===== src/rtl/simd_pkg.sv =====
// Shared lane-mode encodings, saturation limits and lane-sign helper for the packed-SIMD datapath.
// Width mode 3 is an alias of the 32-bit mode and is folded to W32 by norm_mode().
package simd_pkg;

    localparam int LANES_MAX = 4;

    localparam logic [1:0] W8  = 2'd0;
    localparam logic [1:0] W16 = 2'd1;
    localparam logic [1:0] W32 = 2'd2;

    localparam logic [7:0]  SAT8_MAX  = 8'h7F;
    localparam logic [7:0]  SAT8_MIN  = 8'h80;
    localparam logic [15:0] SAT16_MAX = 16'h7FFF;
    localparam logic [15:0] SAT16_MIN = 16'h8000;
    localparam logic [31:0] SAT32_MAX = 32'h7FFF_FFFF;
    localparam logic [31:0] SAT32_MIN = 32'h8000_0000;

    function automatic logic [1:0] norm_mode(input logic [1:0] m);
        return (m == 2'd3) ? W32 : m;
    endfunction

    // Sign bit of each lane, packed at the lane index; unused lane slots read 0.
    function automatic logic [3:0] lane_signs(input logic [31:0] v, input logic [1:0] m);
        case (m)
            W8:      return {v[31], v[23], v[15], v[7]};
            W16:     return {2'b00, v[31], v[15]};
            default: return {3'b000, v[31]};
        endcase
    endfunction

endpackage


===== src/rtl/simd_lane_sat.sv =====
// One signed lane: flags overflow of a - b from the operand/result signs and optionally clamps.
// Purely combinational; the clamp direction follows the sign of the minuend.
module simd_lane_sat #(
    parameter int           W       = 8,
    parameter logic [W-1:0] SAT_MAX = '0,
    parameter logic [W-1:0] SAT_MIN = '0
) (
    input  logic [W-1:0] raw_i,
    input  logic         sign_a_i,
    input  logic         sign_b_i,
    input  logic         sign_r_i,
    input  logic         saturate_i,
    output logic [W-1:0] res_o,
    output logic         ovf_o
);

    assign ovf_o = (sign_a_i != sign_b_i) && (sign_r_i != sign_a_i);
    assign res_o = (saturate_i && ovf_o) ? (sign_a_i ? SAT_MIN : SAT_MAX) : raw_i;

endmodule


===== src/rtl/simd_sub_pipe.sv =====
// Two-stage packed-SIMD signed subtractor (4x8 / 2x16 / 1x32) with per-beat wrap or saturate.
// Optional sticky overflow flag enabled by defining SIMD_SUB_STICKY_OVF_EN.
module simd_sub_pipe #(
    parameter int DATA_W    = 32,
    parameter int LANES_MAX = simd_pkg::LANES_MAX
) (
    input  logic                 clk,
    input  logic                 rst,
    input  logic                 in_valid,
    output logic                 in_ready,
    input  logic [DATA_W-1:0]    a,
    input  logic [DATA_W-1:0]    b,
    input  logic [1:0]           width,
    input  logic                 saturate,
    output logic                 out_valid,
    input  logic                 out_ready,
    output logic [DATA_W-1:0]    c,
    output logic [LANES_MAX-1:0] ovf,
    output logic                 sticky_ovf,
    input  logic                 sticky_clr
);
    import simd_pkg::*;

    logic                 s1_valid_q;
    logic [1:0]           s1_mode_q,  s1_mode_d;
    logic                 s1_sat_q;
    logic [DATA_W-1:0]    s1_raw_q,   s1_raw_d;
    logic [3:0]           s1_sa_q,    s1_sb_q,  s1_sr_q;
    logic                 out_valid_q;
    logic [DATA_W-1:0]    c_q,        c_d;
    logic [LANES_MAX-1:0] ovf_q,      ovf_d;
    logic                 s2_load,    s1_load;
    logic [3:0]           slice_start;
    logic                 borrow_n;

    assign s2_load  = !out_valid_q || out_ready;
    assign s1_load  = !s1_valid_q || s2_load;
    assign in_ready = s1_load;

    assign s1_mode_d = norm_mode(width);

    // Each 8-bit slice starting a lane gets a fresh carry-in of 1 (a + ~b + 1).
    always_comb begin
        case (s1_mode_d)
            W8:      slice_start = 4'b1111;
            W16:     slice_start = 4'b0101;
            default: slice_start = 4'b0001;
        endcase
        s1_raw_d = '0;
        borrow_n = 1'b1;
        for (int k = 0; k < 4; k++) begin
            {borrow_n, s1_raw_d[8*k +: 8]} = {1'b0, a[8*k +: 8]} + {1'b0, ~b[8*k +: 8]}
                                            + {8'd0, slice_start[k] ? 1'b1 : borrow_n};
        end
    end

    always_ff @(posedge clk) begin
        if (rst) begin
            s1_valid_q <= 1'b0;
            s1_mode_q  <= W8;
            s1_sat_q   <= 1'b0;
            s1_raw_q   <= '0;
            s1_sa_q    <= '0;
            s1_sb_q    <= '0;
            s1_sr_q    <= '0;
        end else if (s1_load) begin
            s1_valid_q <= in_valid;
            if (in_valid) begin
                s1_mode_q <= s1_mode_d;
                s1_sat_q  <= saturate;
                s1_raw_q  <= s1_raw_d;
                s1_sa_q   <= lane_signs(a, s1_mode_d);
                s1_sb_q   <= lane_signs(b, s1_mode_d);
                s1_sr_q   <= lane_signs(s1_raw_d, s1_mode_d);
            end
        end
    end

    logic [31:0] res8, res16, res32;
    logic [3:0]  ovf8;
    logic [1:0]  ovf16;
    logic        ovf32;

    for (genvar i = 0; i < 4; i++) begin : g_l8
        simd_lane_sat #(.W(8), .SAT_MAX(SAT8_MAX), .SAT_MIN(SAT8_MIN)) u_lane (
            .raw_i(s1_raw_q[8*i +: 8]), .sign_a_i(s1_sa_q[i]), .sign_b_i(s1_sb_q[i]),
            .sign_r_i(s1_sr_q[i]), .saturate_i(s1_sat_q),
            .res_o(res8[8*i +: 8]), .ovf_o(ovf8[i]));
    end

    for (genvar i = 0; i < 2; i++) begin : g_l16
        simd_lane_sat #(.W(16), .SAT_MAX(SAT16_MAX), .SAT_MIN(SAT16_MIN)) u_lane (
            .raw_i(s1_raw_q[16*i +: 16]), .sign_a_i(s1_sa_q[i]), .sign_b_i(s1_sb_q[i]),
            .sign_r_i(s1_sr_q[i]), .saturate_i(s1_sat_q),
            .res_o(res16[16*i +: 16]), .ovf_o(ovf16[i]));
    end

    simd_lane_sat #(.W(32), .SAT_MAX(SAT32_MAX), .SAT_MIN(SAT32_MIN)) u_l32 (
        .raw_i(s1_raw_q), .sign_a_i(s1_sa_q[0]), .sign_b_i(s1_sb_q[0]),
        .sign_r_i(s1_sr_q[0]), .saturate_i(s1_sat_q),
        .res_o(res32), .ovf_o(ovf32));

    always_comb begin
        case (s1_mode_q)
            W8:      begin c_d = res8;  ovf_d = ovf8;            end
            W16:     begin c_d = res16; ovf_d = {2'b00, ovf16};  end
            default: begin c_d = res32; ovf_d = {3'b000, ovf32}; end
        endcase
    end

    always_ff @(posedge clk) begin
        if (rst) begin
            out_valid_q <= 1'b0;
            c_q         <= '0;
            ovf_q       <= '0;
        end else if (s2_load) begin
            out_valid_q <= s1_valid_q;
            if (s1_valid_q) begin
                c_q   <= c_d;
                ovf_q <= ovf_d;
            end
        end
    end

    assign out_valid = out_valid_q;
    assign c         = c_q;
    assign ovf       = ovf_q;

`ifdef SIMD_SUB_STICKY_OVF_EN
    logic sticky_q, sticky_d;

    // A set on the same edge as a clear wins.
    always_comb begin
        sticky_d = sticky_q;
        if (sticky_clr)
            sticky_d = 1'b0;
        if (out_valid_q && out_ready && (|ovf_q))
            sticky_d = 1'b1;
    end

    always_ff @(posedge clk) begin
        if (rst)
            sticky_q <= 1'b0;
        else
            sticky_q <= sticky_d;
    end

    assign sticky_ovf = sticky_q;
`else
    logic unused_sticky_clr;
    assign unused_sticky_clr = sticky_clr;
    assign sticky_ovf        = 1'b0;
`endif

endmodule


===== config.mk =====
export PLATFORM = sky130hd
export DESIGN_NAME = simd_sub_pipe
export DESIGN_NICKNAME = d
export VERILOG_FILES = /design/src/rtl/simd_pkg.sv /design/src/rtl/simd_lane_sat.sv /design/src/rtl/simd_sub_pipe.sv
export SDC_FILE = /design/constraint.sdc
export NUM_CORES = 1
export LEC_CHECK = 0
export CAP_MARGIN = 10
export CORE_UTILIZATION = 30
export DETAILED_ROUTE_END_ITERATION = 8
export PLACE_DENSITY_LB_ADDON = 0.15
export SLEW_MARGIN = 40
export SYNTH_ARGS = -nofsm -noshare
export SYNTH_HDL_FRONTEND = slang
export SYNTH_SLANG_ARGS = --single-unit

===== constraint.sdc =====
create_clock -name clk -period 13.7 [get_ports clk]
set_input_delay 2.74 -clock clk [delete_from_list [all_inputs] [get_ports clk]]
set_output_delay 2.74 -clock clk [all_outputs]
set_load 0.1 [all_outputs]

# ---- Yosys cells after proc, flatten, opt, wreduce, memory -nomap -nowiden
# Cells that the tools add are included.
# Widths: inputs -> output; s select.
dict set report op_classes {
  add_sub_neg 8
  multipliers 0
  div_mod_pow 0
  n_lt_le_gt_ge 0
  eq_ne 11
  shift 0
  mux 24
  bitwise 4
  n_reduce_logical 16
}
# op n
set op_table {}
lappend op_table {{$mux 16} 4}
lappend op_table {{$mux 32} 2}
lappend op_table {{$mux 8} 8}
lappend op_table {{$pmux 32 s2} 1}
lappend op_table {{$pmux 4 s2} 5}
lappend op_table {{$not 8->8} 4}
lappend op_table {{$add 8x8->9} 3}
lappend op_table {{$add 9x1->9} 2}
lappend op_table {{$add 9x1->9 const B} 1}
lappend op_table {{$add 8x1->8} 1}
lappend op_table {{$add 8x8->8} 1}
lappend op_table {{$logic_and 1x1->1} 8}
lappend op_table {{$ne 1x1->1} 8}
lappend op_table {{$eq 2x1->1 const B} 2}
lappend op_table {{$logic_not 2->1} 2}
lappend op_table {{$reduce_and 2->1} 2}
lappend op_table {{$mux 1} 3}
lappend op_table {{$eq 2x2->1 const B} 1}
lappend op_table {{$logic_not 1->1} 2}
lappend op_table {{$logic_or 1x1->1} 2}
lappend op_table {{$mux 2} 1}
dict set report totals {
  ff_bits 85
  latch_bits 0
  ramBits 0
  romBits 0
  input_bits 72
  output_inout_bits 39
  wordCells 73
  mem_count 0
}

# ---- Longest topological paths before layout
dict set report depth {
  word_depth 11
  ltp_mapped 33
  ltp_nobuf 33
}

# ---- By module
# A second synthesis with hierarchy kept.
dict set report unflattened {
  hier_cells 993
  hier_area_um2 7380.8
}
# module instances cells_each area_per_inst_um2 seq_area_each_um2
set by_module_without_submodules {}
lappend by_module_without_submodules {simd_sub_pipe 1 655 5017.3 1701.6}
lappend by_module_without_submodules {{simd_lane_sat at g_l16[0].u_lane ...} 2 61 427.9 0.0}
lappend by_module_without_submodules {{simd_lane_sat at g_l8[0].u_lane ...} 4 33 210.2 0.0}
lappend by_module_without_submodules {{simd_lane_sat at u_l32} 1 84 666.9 0.0}

# ---- Worst setup path after synthesis
# OpenSTA, ideal clock, no wires.
dict set report synth_timing {
  path_kind {input to register}
  start {in a[0]}
  end {reg s1_raw_q[30]}
  setup_ps 79
  arrival_ps 8316
  t_required_ps 13621
  setup_slack_ps 5305
  stages 33
  n_path_buf 0
  path_cell_list {inv_1 ha_1 fa_1 nor2b_1 o21ai_1 a21boi_1 o21ai_1 nand2_1 a31oi_1 fa_1 fa_1 nor2b_1 o21ai_1 a21boi_1 o21ai_1 nand2_1 a31oi_1 fa_1 fa_1 nor2b_1 o21ai_1 a21boi_1 o21ai_1 nand2_1 a31oi_1 fa_1 fa_1 nor2b_1 o21ai_0 a21oi_1 o21ai_0 nor2b_1 o211ai_1}
}
dict set report synth_via {
  elab_chain_len 8
}
# element line_no
set synth_lines {}
lappend synth_lines {{start: declaration} simd_sub_pipe.sv:11} ;# input logic [DATA_W-1:0] a,
lappend synth_lines {{$add 8x8->9} simd_sub_pipe.sv:52} ;# {borrow_n, s1_raw_d[8*k +: 8]} = {1'b0, a[8*k +: 8]} + {1'b0, ~b[8*k +: 8]}
lappend synth_lines {{$add 9x1->9} simd_sub_pipe.sv:53} ;# + {8'd0, slice_start[k] ? 1'b1 : borrow_n};
lappend synth_lines {{$mux 1} simd_sub_pipe.sv:53}
lappend synth_lines {{$add 9x1->9} simd_sub_pipe.sv:53}
lappend synth_lines {{$mux 1} simd_sub_pipe.sv:53}
lappend synth_lines {{$add 9x1->9} simd_sub_pipe.sv:53}
lappend synth_lines {{$mux 1} simd_sub_pipe.sv:53}
lappend synth_lines {{$add 8x1->8} simd_sub_pipe.sv:53}
lappend synth_lines {{end signal: assignment} simd_sub_pipe.sv:71} ;# s1_raw_q <= s1_raw_d;
lappend synth_lines {{end: declaration} simd_sub_pipe.sv:27} ;# logic [DATA_W-1:0] s1_raw_q, s1_raw_d;
# No other way between the ends.
# A chain may end at the register's enable or synchronous reset.

# ---- Worst setup path after layout
dict set report layout_timing {
  start {in a[0]}
  end {reg s1_sr_q[1]}
}
dict set report layout_via {
  elab_chain_len 9
}
# element line_no
set layout_lines {}
lappend layout_lines {{$add 8x8->9 *} simd_sub_pipe.sv:52}
lappend layout_lines {{$add 9x1->9 *} simd_sub_pipe.sv:53}
lappend layout_lines {{$mux 1 *} simd_sub_pipe.sv:53}
lappend layout_lines {{$add 9x1->9 *} simd_sub_pipe.sv:53}
lappend layout_lines {{$mux 1} simd_sub_pipe.sv:53}
lappend layout_lines {{$add 9x1->9} simd_sub_pipe.sv:53}
lappend layout_lines {{$mux 1} simd_sub_pipe.sv:53}
lappend layout_lines {{$add 8x1->8} simd_sub_pipe.sv:53}
lappend layout_lines {{$pmux 4 s2 *} simd_pkg.sv:24} ;# case (m)
lappend layout_lines {{end signal: assignment} simd_sub_pipe.sv:74} ;# s1_sr_q <= lane_signs(s1_raw_d, s1_mode_d);
lappend layout_lines {{end: declaration} simd_sub_pipe.sv:28} ;# logic [3:0] s1_sa_q, s1_sb_q, s1_sr_q;
# Mark *: on every way between the ends. The rest lies on a longest branch, timed or not.

==> reports/metrics.cfg <==
[status]
status = complete, no violations

[synth]
async_flop_share = 0
synth_top_area_share = 0.346
yosysTopAreaCell = dfxtp_1
synth_area_leaders = dfxtp_1 35%, ha_1 7.1%, nor2_1 5.7%, a21oi_1 5.4%, a211oi_1 5.0%
syn_nets = 729
synthXorXnorAreaFrac = 0.0125
synthSimpleGateAreaFrac = 0.242
ys_types = 59
yosysWarnings = 0
synth_top_family_by_area = simple AND/OR/NAND/NOR gates
synth-seq-cells = 85
yosysSeqAreaShare = 0.346
synth-edff-count = 0
synth_mux_area_frac = 0.0102
synth_compound_area_frac = 0.222
synth-adder-area-share = 0.0997
ys.flop_type = dfxtp_1
synthesis.area_um2 = 4920
synth_cells = 622
avgSynthCellArea_um2 = 7.91

[drt]
antenna_left = 0
drt_iter0_markers = 257
drt_drc_violations_left = 0
drt_wl_total_mm = 12.8
via_per_inst = 4.84
vias = 4514
first_pass_iters = 4
wire_per_inst_um = 13.7

[cts]
clockBufferDepth = 2
clk_latency_ps = 340
ctsResizeCount = 0
cts_setup_buffers = 0
cts_made_buffers = 9
cts_tree = yes
cts-root-buf = clkbuf_16
clk_pin_slew_ps = 60
cts_hold_buf = 0
cts_sinks = 85
cts-htree-levels = 3

[min_path]
worstHoldPathCells = 2
min_from = s1_raw_q[19]
holdPathEnd = s1_raw_q[19]
hold_class = flop to flop

[layout]
fin_util = 0.392
syn_to_final_growth_pct = 27.2
drive_above_1_share = 0.101
diodes = 0
layout.nets = 818

[timing]
grt_setup_unrepaired = no
skew_ps = 7.51
min_period_over_period = 0.677
fmax_mhz = 108
final_hold_viol_count = 0
setup_viol = 0
slew_headroom = 0.521
setup_tns_ps = 0
min_period_ps = 9280
worst_pin_slew_ps = 719
report.final.slew_viol_count = 0

[placement]
io_buffers = 108
gp_congestion = 0.806
dp_hpwl_mm = 9.69

[setup_path]
setup.worst_path.class = primary input to flop
worst_setup_path_end_kind = flop
slowest_delay_ps = 450
r2r_start = out_valid
r2r_slack_ps = 11700
crit_fanout = 4
required_ps = 13940
startpoint_type = primary input
r2r-end = c[19]
crit_slowest_cell = clkdlybuf4s50_1
cp.arrival_ps = 9520
reg2reg_depth = 6

[floorplanning]
row_count = 46
start_util = 0.308
die_w_um = 130
num_io_pins = 111
fp.dieH_um = 130
core_area_um2 = 15900
dieArea_um2 = 16900

[power_and_ir_drop]
power_leakage_uw = 0.00255
max-vdd-ir-drop_mv = 0.0695
power.density_nw_per_um2 = 114

[global_routing]
antenna_found_initial = 0
grt_max_degree = 100
track_usage = 0.157
grt_overflow_total = 0
grt_pass1_wl_mm = 20.7
grt_pass1_vias = 4155

[run]
cap_violations = 0

## worst max path at each step
stage,start,to,slack (ps),depth (start not counted)
finish,a[0],s1_sr_q[1],4420,33
global route,a[0],s1_raw_q[30],3810,34
CTS,a[0],s1_sr_q[1],4380,33
detailed placement,a[0],s1_sr_q[1],4050,33
global placement,a[0],s1_raw_q[30],4140,34
floorplan,a[0],s1_raw_q[30],5310,33
## per-stage QoR
step | setup slack (ps) | cell area, um2 | instances | hold WS (ps) | power, uW
after floorplan | 5310 | 4920 | 622 | 432 | 427
after global placement | 4140 | 6150 | 916 | 441 | 487
after detailed placement | 4050 | 5960 | 916 | 448 | 483
after CTS | 4380 | 6260 | 932 | 453 | 722
after global routing | 3810 | 6260 | 932 | 468 | 752
final | 4420 | 6260 | 932 | 454 | 715
## worst max-delay path, delay by kind of cell
| kind | cells | cell delay (ps) |
|---|---|---|
| adders and majority gates | 7 | 2650 |
| AOI/OAI and AO/OA | 15 | 2080 |
| and+or+nand+nor | 7 | 1010 |
| buffers and inverters | 2 | 490 |
| xor gates and xnor gates | 1 | 390 |
| muxes | 1 | 160 |
## synth_stat cells, types with 10 or more instances
master and n:
o21ai_0 10, a211oi_1 33, nor2b_1 14, nand3_1 11
buf_2 14, clkbuf_1 16, ha_1 28, a21oi_1 53
inv_1 47, nor3_1 28, nand2_1 54, nand3b_1 17
dfxtp_1 85, nor2_1 75, o21ai_1 24
## routing by layer
layer	wire length, um	track usage	vias to the layer above
li1	-	-	2362
met1	6620	0.227	2035
met2	5400	0.233	111
met3	629	0.0242	6
met4	116	0.0568	0
met5	0	0	-
## flip-flops by register name, summed over array words and instances (netlist names)
signal,count
s1_valid_q,1
s1_sb_q,4
out_valid,1
s1_raw_q,32
s1_sat_q,1
s1_sa_q,4
s1_sr_q,4
ovf,4
s1_mode_q,2
c,32
## cells in the final DEF (no fill, tap or decap), types with 3 or more instances in the layout
cell | synthesis | routed
a21oi_1 | 53 | 53
a21oi_2 | 3 | 3
nand2b_1 | 7 | 7
nand2_1 | 54 | 53
inv_1 | 47 | 47
nor2b_1 | 14 | 13
o21ai_1 | 24 | 24
nand4b_1 | 3 | 3
nor2_1 | 75 | 75
ha_1 | 28 | 28
o21a_1 | 5 | 5
nand3b_1 | 17 | 17
a211oi_1 | 33 | 33
nor3_1 | 28 | 28
a21o_1 | 3 | 3
mux2i_1 | 5 | 5
buf_2 | 14 | 39
o211ai_1 | 8 | 8
buf_4 | 1 | 3
clkbuf_16 | 0 | 9
dfxtp_1 | 85 | 85
a31oi_1 | 4 | 4
a21boi_1 | 3 | 3
nor3b_1 | 8 | 8
xnor2_1 | 7 | 7
or3_1 | 8 | 8
fa_1 | 7 | 7
nand3_1 | 11 | 11
o21ai_0 | 10 | 10
clkdlybuf4s50_1 | 0 | 69
a2111o_1 | 3 | 3
## report_power, final
| group | switching [uW] | internal (uW) | total, uW |
|---|---|---|---|
| Combinational | 127 | 69.8 | 197 |
| Clock | 96.5 | 141 | 237 |
| Sequential | 13.9 | 266 | 280 |
| Total | 238 | 477 | 715 |
## layout make-up
| class | instances | area [um2] |
|---|---|---|
| Multi-Input combinational cell | 456 | 2900 |
| Clock buffer | 10 | 229 |
| Inverter | 47 | 176 |
| Timing Repair Buffer | 112 | 920 |
| Sequential cell | 85 | 1700 |
| Fill cell | 1664 | 9690 |
| Clock inverter | 6 | 63.8 |
| Tap cell | 216 | 270 |
## cells by family (layout without fill, tap and decap cells)
family / Yosys count / in the layout
xor+xnor: 7 / 7
simple gates: 239 / 239
compound gates: 169 / 169
other cells: 1 / 1
buf+inv: 81 / 175
flops: 85 / 85
mux: 5 / 5
fa+ha+maj: 35 / 35
Note: power is estimated with default switching activity, not from simulation.
